**src/rtl/crc_check_window_timer.sv**
```systemverilog
// Per-channel check-enable window timer for the CRC-7 receive path.
// Each channel holds en_check for a programmable window after the last en_data strobe, then flags a timeout.
module crc_check_window_timer #(
    parameter int unsigned CH       = 4,
    parameter int unsigned CNT_W    = 4,
    parameter int unsigned ONE_SHOT = 0
) (
    input  logic             clk,
    input  logic             reset_n,
    input  logic [CH-1:0]    en_data,
    input  logic [CNT_W-1:0] win_len,
    input  logic             hold,
    input  logic [CH-1:0]    clr_flag,
    output logic [CH-1:0]    en_check,
    output logic [CH-1:0]    timeout,
    output logic [CH-1:0]    timeout_flag,
    output logic             any_timeout
);

    typedef enum logic {
        IDLE   = 1'b0,
        ACTIVE = 1'b1
    } state_e;

    state_e           state_q [CH];
    state_e           state_d [CH];
    logic [CNT_W-1:0] rem_q   [CH];
    logic [CNT_W-1:0] rem_d   [CH];
    logic [CH-1:0]    timeout_q, timeout_d;
    logic [CH-1:0]    flag_q, flag_d;

    always_ff @(posedge clk or negedge reset_n) begin
        if (!reset_n) begin
            for (int unsigned i = 0; i < CH; i++) begin
                state_q[i] <= IDLE;
                rem_q[i]   <= '0;
            end
            timeout_q <= '0;
            flag_q    <= '0;
        end else begin
            for (int unsigned i = 0; i < CH; i++) begin
                state_q[i] <= state_d[i];
                rem_q[i]   <= rem_d[i];
            end
            timeout_q <= timeout_d;
            flag_q    <= flag_d;
        end
    end

    // Open/restart takes priority over both hold and expiry on the same edge.
    always_comb begin
        timeout_d = '0;
        flag_d    = flag_q;
        for (int unsigned i = 0; i < CH; i++) begin
            state_d[i] = state_q[i];
            rem_d[i]   = rem_q[i];
            if (en_data[i] && (state_q[i] == IDLE || ONE_SHOT == 0)) begin
                state_d[i] = ACTIVE;
                rem_d[i]   = win_len - CNT_W'(1);
            end else if (state_q[i] == ACTIVE && !hold) begin
                if (rem_q[i] != '0) begin
                    rem_d[i] = rem_q[i] - CNT_W'(1);
                end else begin
                    state_d[i]   = IDLE;
                    timeout_d[i] = 1'b1;
                end
            end
            // Set beats clear when both land on the same edge.
            if (timeout_d[i]) begin
                flag_d[i] = 1'b1;
            end else if (clr_flag[i]) begin
                flag_d[i] = 1'b0;
            end
        end
    end

    always_comb begin
        en_check = '0;
        for (int unsigned i = 0; i < CH; i++) begin
            en_check[i] = (state_q[i] == ACTIVE);
        end
    end

    assign timeout      = timeout_q;
    assign timeout_flag = flag_q;
    assign any_timeout  = |flag_q;

endmodule

```
**config.mk**
```make
export PLATFORM = sky130hd
export DESIGN_NAME = crc_check_window_timer
export DESIGN_NICKNAME = d
export VERILOG_FILES = /design/src/rtl/crc_check_window_timer.sv
export SDC_FILE = /design/constraint.sdc
export NUM_CORES = 1
export LEC_CHECK = 0
export CAP_MARGIN = 20
export CORE_ASPECT_RATIO = 0.9
export CORE_MARGIN = 5
export CORE_UTILIZATION = 35
export DETAILED_ROUTE_END_ITERATION = 12
export PLACE_DENSITY = 0.58
export SLEW_MARGIN = 15
export SYNTH_ARGS = -nofsm -noshare
export SYNTH_HDL_FRONTEND = slang
export SYNTH_SLANG_ARGS = --single-unit
```
**constraint.sdc**
```tcl
create_clock -name clk -period 3.2 [get_ports clk]
set_input_delay 0.8 -clock clk [delete_from_list [all_inputs] [get_ports clk]]
set_output_delay 0.8 -clock clk [all_outputs]
set_load 0.005 [all_outputs]
```
==> metrics.log, run 1 <==
[metrics] VDD IR-drop max: 0.273 mV
[metrics] maximum number of pins on one net before global-route repair: 29
[metrics] share of the yosys chip area belonging to registers: 46.6%
[metrics] placeable core area: approximately 4100 um2
[metrics] total of warnings raised by yosys: 0
[metrics] # rows: 22
[metrics] syn_area_per_cell: roughly 9.6 um2
[metrics] Die ar.: 5710 um2
[metrics] Final #Nets: between 200 and 250
[metrics] buffers inserted by post-CTS timing repair: 0
[metrics] antenna violations before repair: 0
[metrics] aggregate negative setup slack: 0 ns
[metrics] Max Cap Viol: 0
[metrics] Iteration-0 DRC Markers: 33
[metrics] commonest cells in the synthesized netlist: dfrtp_1 (28), inv_1 (18), nor2_1 (10), nor3_1 (10), o21ai_0 (8)
[metrics] arrival time at the worst endpoint: 1.65 ns
[metrics] Resize count post-CTS: 0
[metrics] status: finished, final reports clean
[metrics] transition time at the pin with the least slew margin: 0.582 ns
[metrics] overall power consumption: 829 uW
[metrics] x dimension of the die: 79.1 um
[metrics] fmax: 408 MHz
[metrics] flip-flop and latch area: 701 um2
[metrics] data required time at the worst endpoint: 2.40 ns
[metrics] post-synth design cell area: 1510 um2
[metrics] routed wirelength normalized by instance count: 14.9 um
[metrics] clock slew at the register clock pins of the worst setup and hold paths: 0.10 ns
[metrics] worst-case headroom to the max-slew limit: 61.1%
[metrics] drt via density: 5.48
[metrics] first-pass GRT wire length: 5840 um
[metrics] Syn Nets: about 180
[metrics] number of sinks handled by clock tree synthesis: 28
[metrics] ratio of cells with drive above 1 in the final layout: under 10%
[metrics] final instance count without filler cells: 231
[metrics] number of buffers inserted by hold repair at cts: 0
[metrics] final std cell area, no fill: 1880 um2
[metrics] setup repair after global routing missed its margin: no
[metrics] # H-tree levels: 1
[metrics] distinct cell type count of the synthesized netlist: 32
[metrics] iteration count of the initial detailed-routing pass: 4
[metrics] critical path startpoint category: flip-flop
[metrics] Final period util: 76.6%
[metrics] number of failing hold endpoints at the final stage: 0
[metrics] height of the die: 72.2 um
[metrics] Setup Viol. Count Final: 0
[metrics] total area of multi-input combinational cells: 714 um2
[metrics] ranking of synthesized cells by area: dfrtp_1 (47%), inv_1 (4.5%), ha_1 (4.2%)
[metrics] final critical delay including setup and external delays: about 2.5 ns
[metrics] clock network latency to the later pin of the worst-skew pair: between 0.2 and 0.3 ns
[metrics] hold slack: 0.520 ns
[metrics] share of async-settable or async-resettable flops after synthesis: 100%
[metrics] max-slew violation total from the final report: 0
[metrics] highest net fanout along the worst path: 3
[metrics] Mapped Cells: 156
[metrics] post-synth top area share: a little under half
[metrics] WS Path Type: reg2out
[metrics] initial cell density of the core: approximately 36%
[metrics] Bufs on Longest Clock Path: 2
[metrics] DP Cell Count: between 200 and 250
[metrics] cell chosen for the clock root: clkbuf_8
[metrics] Synth area leader: dfrtp_1
[metrics] Power Density: 442 nW/um2
[metrics] number of enable-type register cells in the synthesized netlist: 0
[metrics] antenna viol nets, final: 0
[metrics] CTS tree: yes
[metrics] overall global routing resource usage: 12.8%
[metrics] PortBufs: 27
[metrics] Post-Route Skew: 0.00602 ns
[metrics] overflow left after global routing: 0
[metrics] leakage power figure: approximately 0.00084 uW
[metrics] drt total wl: 3450 um
[metrics] most common cell in the netlist: dfrtp_1
[metrics] residual DRC count: 0
[metrics] kind of end point of the critical path: output pin
[metrics] number of inserted diodes: 0
[metrics] vias in the first global route: 1,264
[metrics] CTS Buf Count: 3
[metrics] RD Place Congestion: 0.768
[metrics] dominant synthesized flop cell: dfrtp_1
[metrics] overall via count from detail_route: 1,265
[metrics] Hold/Removal Path Class: reg2reg
[metrics] final-layout fill cell count: ~400
[metrics] layout overhead on the synthesized area: 24.6%
[metrics] Final HPWL DP: approximately 2600 um
[metrics] post-synthesis register bit count: 28
[metrics] I/O Pins: 28
[metrics] Area after DPL: roughly 1800 um2
-- flip-flops by register name, summed over array words and instances (netlist names) --
register and flops:
en_check 4, rem_q 16, timeout 4, timeout_flag 4
-- cell families (layout without fill, tap and decap cells) --
kind of cell	Yosys count	count (layout)	synth area share, %
AO/OA/AOI/OAI	41	41	19.2
XOR/XNOR	2	2	1.16
adder cells (fa/ha/maj)	5	5	4.16
buffers and inverters	23	50	5.98
flip-flops	28	28	46.6
multiplexers	3	3	2.00
AND/OR/NAND/NOR	54	54	20.9
-- metrics by stage --
step | util [%] | setup slack [ns]
2_1_floorplan | - | 1.49
3_3_place_gp | 44.1 | 0.783
3_5_place_dp | 44.1 | 0.715
4_1_cts | 45.4 | 0.732
5_1_grt | 45.4 | 0.687
6_report | 45.4 | 0.748
-- path summary, 6_finish.rpt --
path | slack, ns | startpoint | end | depth (start not counted)
setup / recovery | 0.75 | timeout_flag[1] | any_timeout | 2
min in group asynchronous | 0.90 | reset_n | timeout[1] | 2
hold / removal | 0.52 | timeout_flag[0] | timeout_flag[0] | 1
setup reg to reg | 1.42 | rem_q[12] | en_check[0] | 5
max in group asynchronous | 2.02 | reset_n | timeout[2] | 2
hold reg to reg | 0.52 | timeout_flag[0] | timeout_flag[0] | 1
-- routing by layer --
metal | vias up | GRT usage (%) | part of all wire (%)
met4 | 0 | 4.01 | 2.3
met5 | - | 0 | 0
met3 | 8 | 3.60 | 4.3
li1 | 619 | - | -
met1 | 611 | 15.7 | 46
met2 | 27 | 21.8 | 47
-- worst max-delay path, cell delays in order, from the launching register on --
cell and delay [ns]:
dfrtp_1 0.40, or4_1 0.52, clkdlybuf4s50_1 0.46
-- cell usage in the layout, fill, tap and decap left out, types with 4 or more instances in the layout --
cell type        Yosys  final
a21oi_1              5      5
nor3_1              10     10
ha_1                 5      5
inv_1               18     18
nor2_1              10     10
nand2b_1             4      4
a21o_1               4      4
o31a_1               4      4
nor2b_1              4      4
clkbuf_8             0      4
clkdlybuf4s50_1      0     27
o21ai_0              8      8
dfrtp_1             28     28
a22oi_1              7      7
nand2_1              6      6
nor3b_1              7      7
-- area by class of cell --
type,count,area share (%)
repair buffers,28,14.8
inverters,18,3.60
flip-flops and latches,28,37.4
well taps,48,3.20
clock buffers,4,2.94
multi-input cells,105,38.1
-- where the power goes --
part           internal, uW  switching (uW)
combinational          95.2            88.8
clock                   110             107
sequential              388            40.5
total                   593             236
No activity file was read; power rests on OpenSTA's default activity.
==> run 2: changes to the inputs <==
clock period = 2.5 ns   (was 3.2 ns; I/O delays follow)
==> run 2 against run 1 <==
Compared with the run above:
- non-clock buffer count increased by 1
- clock skew increased by 0.0032 ns
- sequential power increased by 29%
- core utilization increased by 0.58 points
- global-route usage decreased by 0.12 points
- critical path type unchanged
- critical endpoint unchanged
==> metrics.log, run 2 (same netlist as run 1, synthesis figures left out) <==
[metrics] status: finished, final reports clean
[metrics] Iteration-0 DRC Markers: 92
[metrics] max-slew violation total from the final report: 0
[metrics] final std cell area, no fill: roughly 1900 um2
[metrics] Biggest register: rem_q
[metrics] highest-count cells in the layout ignoring fill and taps: dfrtp_1 (28), clkdlybuf4s50_1 (27), inv_1 (18)
[metrics] kind of end point of the critical path: output pin
[metrics] routed wirelength normalized by instance count: 14.9 um
[metrics] worst-case setup slack after placement: 0.190 ns
[metrics] cell chosen for the clock root: clkbuf_8
[metrics] Power Density: between 500 and 600 nW/um2
[metrics] Die ar.: 5710 um2
[metrics] clock network latency to the later pin of the worst-skew pair: 0.27 ns
[metrics] switching portion of total power: 26.5%
[metrics] iteration count of the initial detailed-routing pass: 4
[metrics] Max Cap Viol: 0
[metrics] overall via count from detail_route: 1,252
[metrics] critical path startpoint category: flip-flop
[metrics] CTS tree: yes
[metrics] fmax: 437 MHz
[metrics] I/O Pins: 28
[metrics] layout overhead on the synthesized area: 26.2%
[metrics] overflow left after global routing: 0
[metrics] highest net fanout along the worst path: 3
[metrics] # rows: 22
[metrics] Final #Nets: between 200 and 250
[metrics] crit path from: timeout_flag[1]
[metrics] antenna violations before repair: 0
[metrics] net switching power of the design: 300 uW
[metrics] buffers inserted by post-CTS timing repair: 0
[metrics] residual DRC count: 0
[metrics] height of the die: 72.2 um
[metrics] overall global routing resource usage: approximately 13%
[metrics] slack of the critical path: 0.211 ns
[metrics] Internal Pwr Total: 833 uW
[metrics] Resize count post-CTS: 0
[metrics] PortBufs: 27
[metrics] number of failing hold endpoints at the final stage: 0
[metrics] maximum number of pins on one net before global-route repair: 29
[metrics] clock slew at the register clock pins of the worst setup and hold paths: 0.10 ns
[metrics] drt via density: ~5.4
[metrics] initial cell density of the core: 36.5%
[metrics] number of sinks handled by clock tree synthesis: 28
[metrics] Final period util: 91.6%
[metrics] number of buffers inserted by hold repair at cts: 0
[metrics] flip-flop count of the largest register, all copies and words added: 16
[metrics] worst-case headroom to the max-slew limit: approximately three fifths
[metrics] first-pass GRT wire length: 5750 um
[metrics] hold slack: 0.508 ns
[metrics] # H-tree levels: 1
[metrics] Clk network pwr share: 30.6%
[metrics] Comb pwr share: between 20% and 30%
[metrics] Setup Viol. Count Final: 0
[metrics] placeable core area: 4130 um2
[metrics] Area after DPL: ~1800 um2
[metrics] VDD IR-drop max: 0.362 mV
[metrics] Hold/Removal Path Class: reg2reg
[metrics] final-layout fill cell count: 408
[metrics] CTS Buf Count: 3
[metrics] transition time at the pin with the least slew margin: 0.604 ns
[metrics] leading cell type in the layout, fill and taps excluded: dfrtp_1
[metrics] WS Path Type: reg2out
[metrics] antenna viol nets, final: 0
[metrics] ratio of cells with drive above 1 in the final layout: 5.43%
[metrics] RD Place Congestion: 0.778
[metrics] x dimension of the die: 79.1 um
[metrics] part of the total power dissipated in sequential elements: slightly below 50%
[metrics] setup repair after global routing missed its margin: no
[metrics] Reg2Reg Launch Point: rem_q[12]
[metrics] Bufs on Longest Clock Path: 2
[metrics] leakage power figure: 0.000857 uW
[metrics] Final HPWL DP: approximately 2700 um
[metrics] data required time at the worst endpoint: 1.88 ns
[metrics] Post-Route Skew: between 0.009 and 0.01 ns
[metrics] drt total wl: 3450 um
[metrics] vias in the first global route: 1,213
[metrics] number of inserted diodes: 0
[metrics] aggregate negative setup slack: 0 ns
[metrics] hold path startpoint: timeout_flag[2]
[metrics] arrival time at the worst endpoint: approximately 1.7 ns
[metrics] final critical delay including setup and external delays: 2.29 ns
==> run 2: worst max-delay path, cell delays in order, from the launching register on <==
cell             delay [ns]
dfrtp_1                0.41
or4_1                  0.52
clkdlybuf4s50_1        0.47
==> run 2: through the flow <==
stage | cells | power (uW) | util, %
after global placement | 228 | 785 | 44.3
after floorplan | 156 | 695 | -
after global routing | 232 | 1210 | 46.0
after CTS | 232 | 1150 | 46.0
final | 232 | 1130 | 46.0
after detailed placement | 228 | 797 | 44.3
==> run 2: power groups by stage <==
stage                     registers [uW]  clock network, uW  logic [uW]
after detailed placement             557                  0         240
final                                550                347         237
after CTS                            548                364         240
after floorplan                      543                  0         152
after global placement               554                  0         231
after global routing                 558                381         267
==> run 2: final timing paths <==
check | to | slack, ns | cells past startpoint
min in group asynchronous | rem_q[8] | 0.72 | 2
min reg2reg | timeout_flag[2] | 0.51 | 1
max | any_timeout | 0.21 | 2
max in group asynchronous | rem_q[5] | 1.51 | 2
max reg2reg | en_check[0] | 0.71 | 5
min | timeout_flag[2] | 0.51 | 1
==> run 2: area by class of cell <==
cell class | instances | area (um2) | share of cell area [%]
sequential | 28 | 701 | 36.9
timing repair buffer | 29 | 285 | 15.0
clock inverter | 1 | 30.0 | 1.58
tap | 48 | 60.1 | 3.16
clock buffer | 3 | 41.3 | 2.17
multi-input combinational | 105 | 714 | 37.6
inverter | 18 | 67.6 | 3.56
==> run 2: layer usage <==
metal	track usage [%]	share of wire (%)	vias up
met4	2.10	0.23	0
li1	-	-	621
met1	16.3	45	612
met2	21.7	50	17
met3	3.47	4.8	2
met5	0	0	-
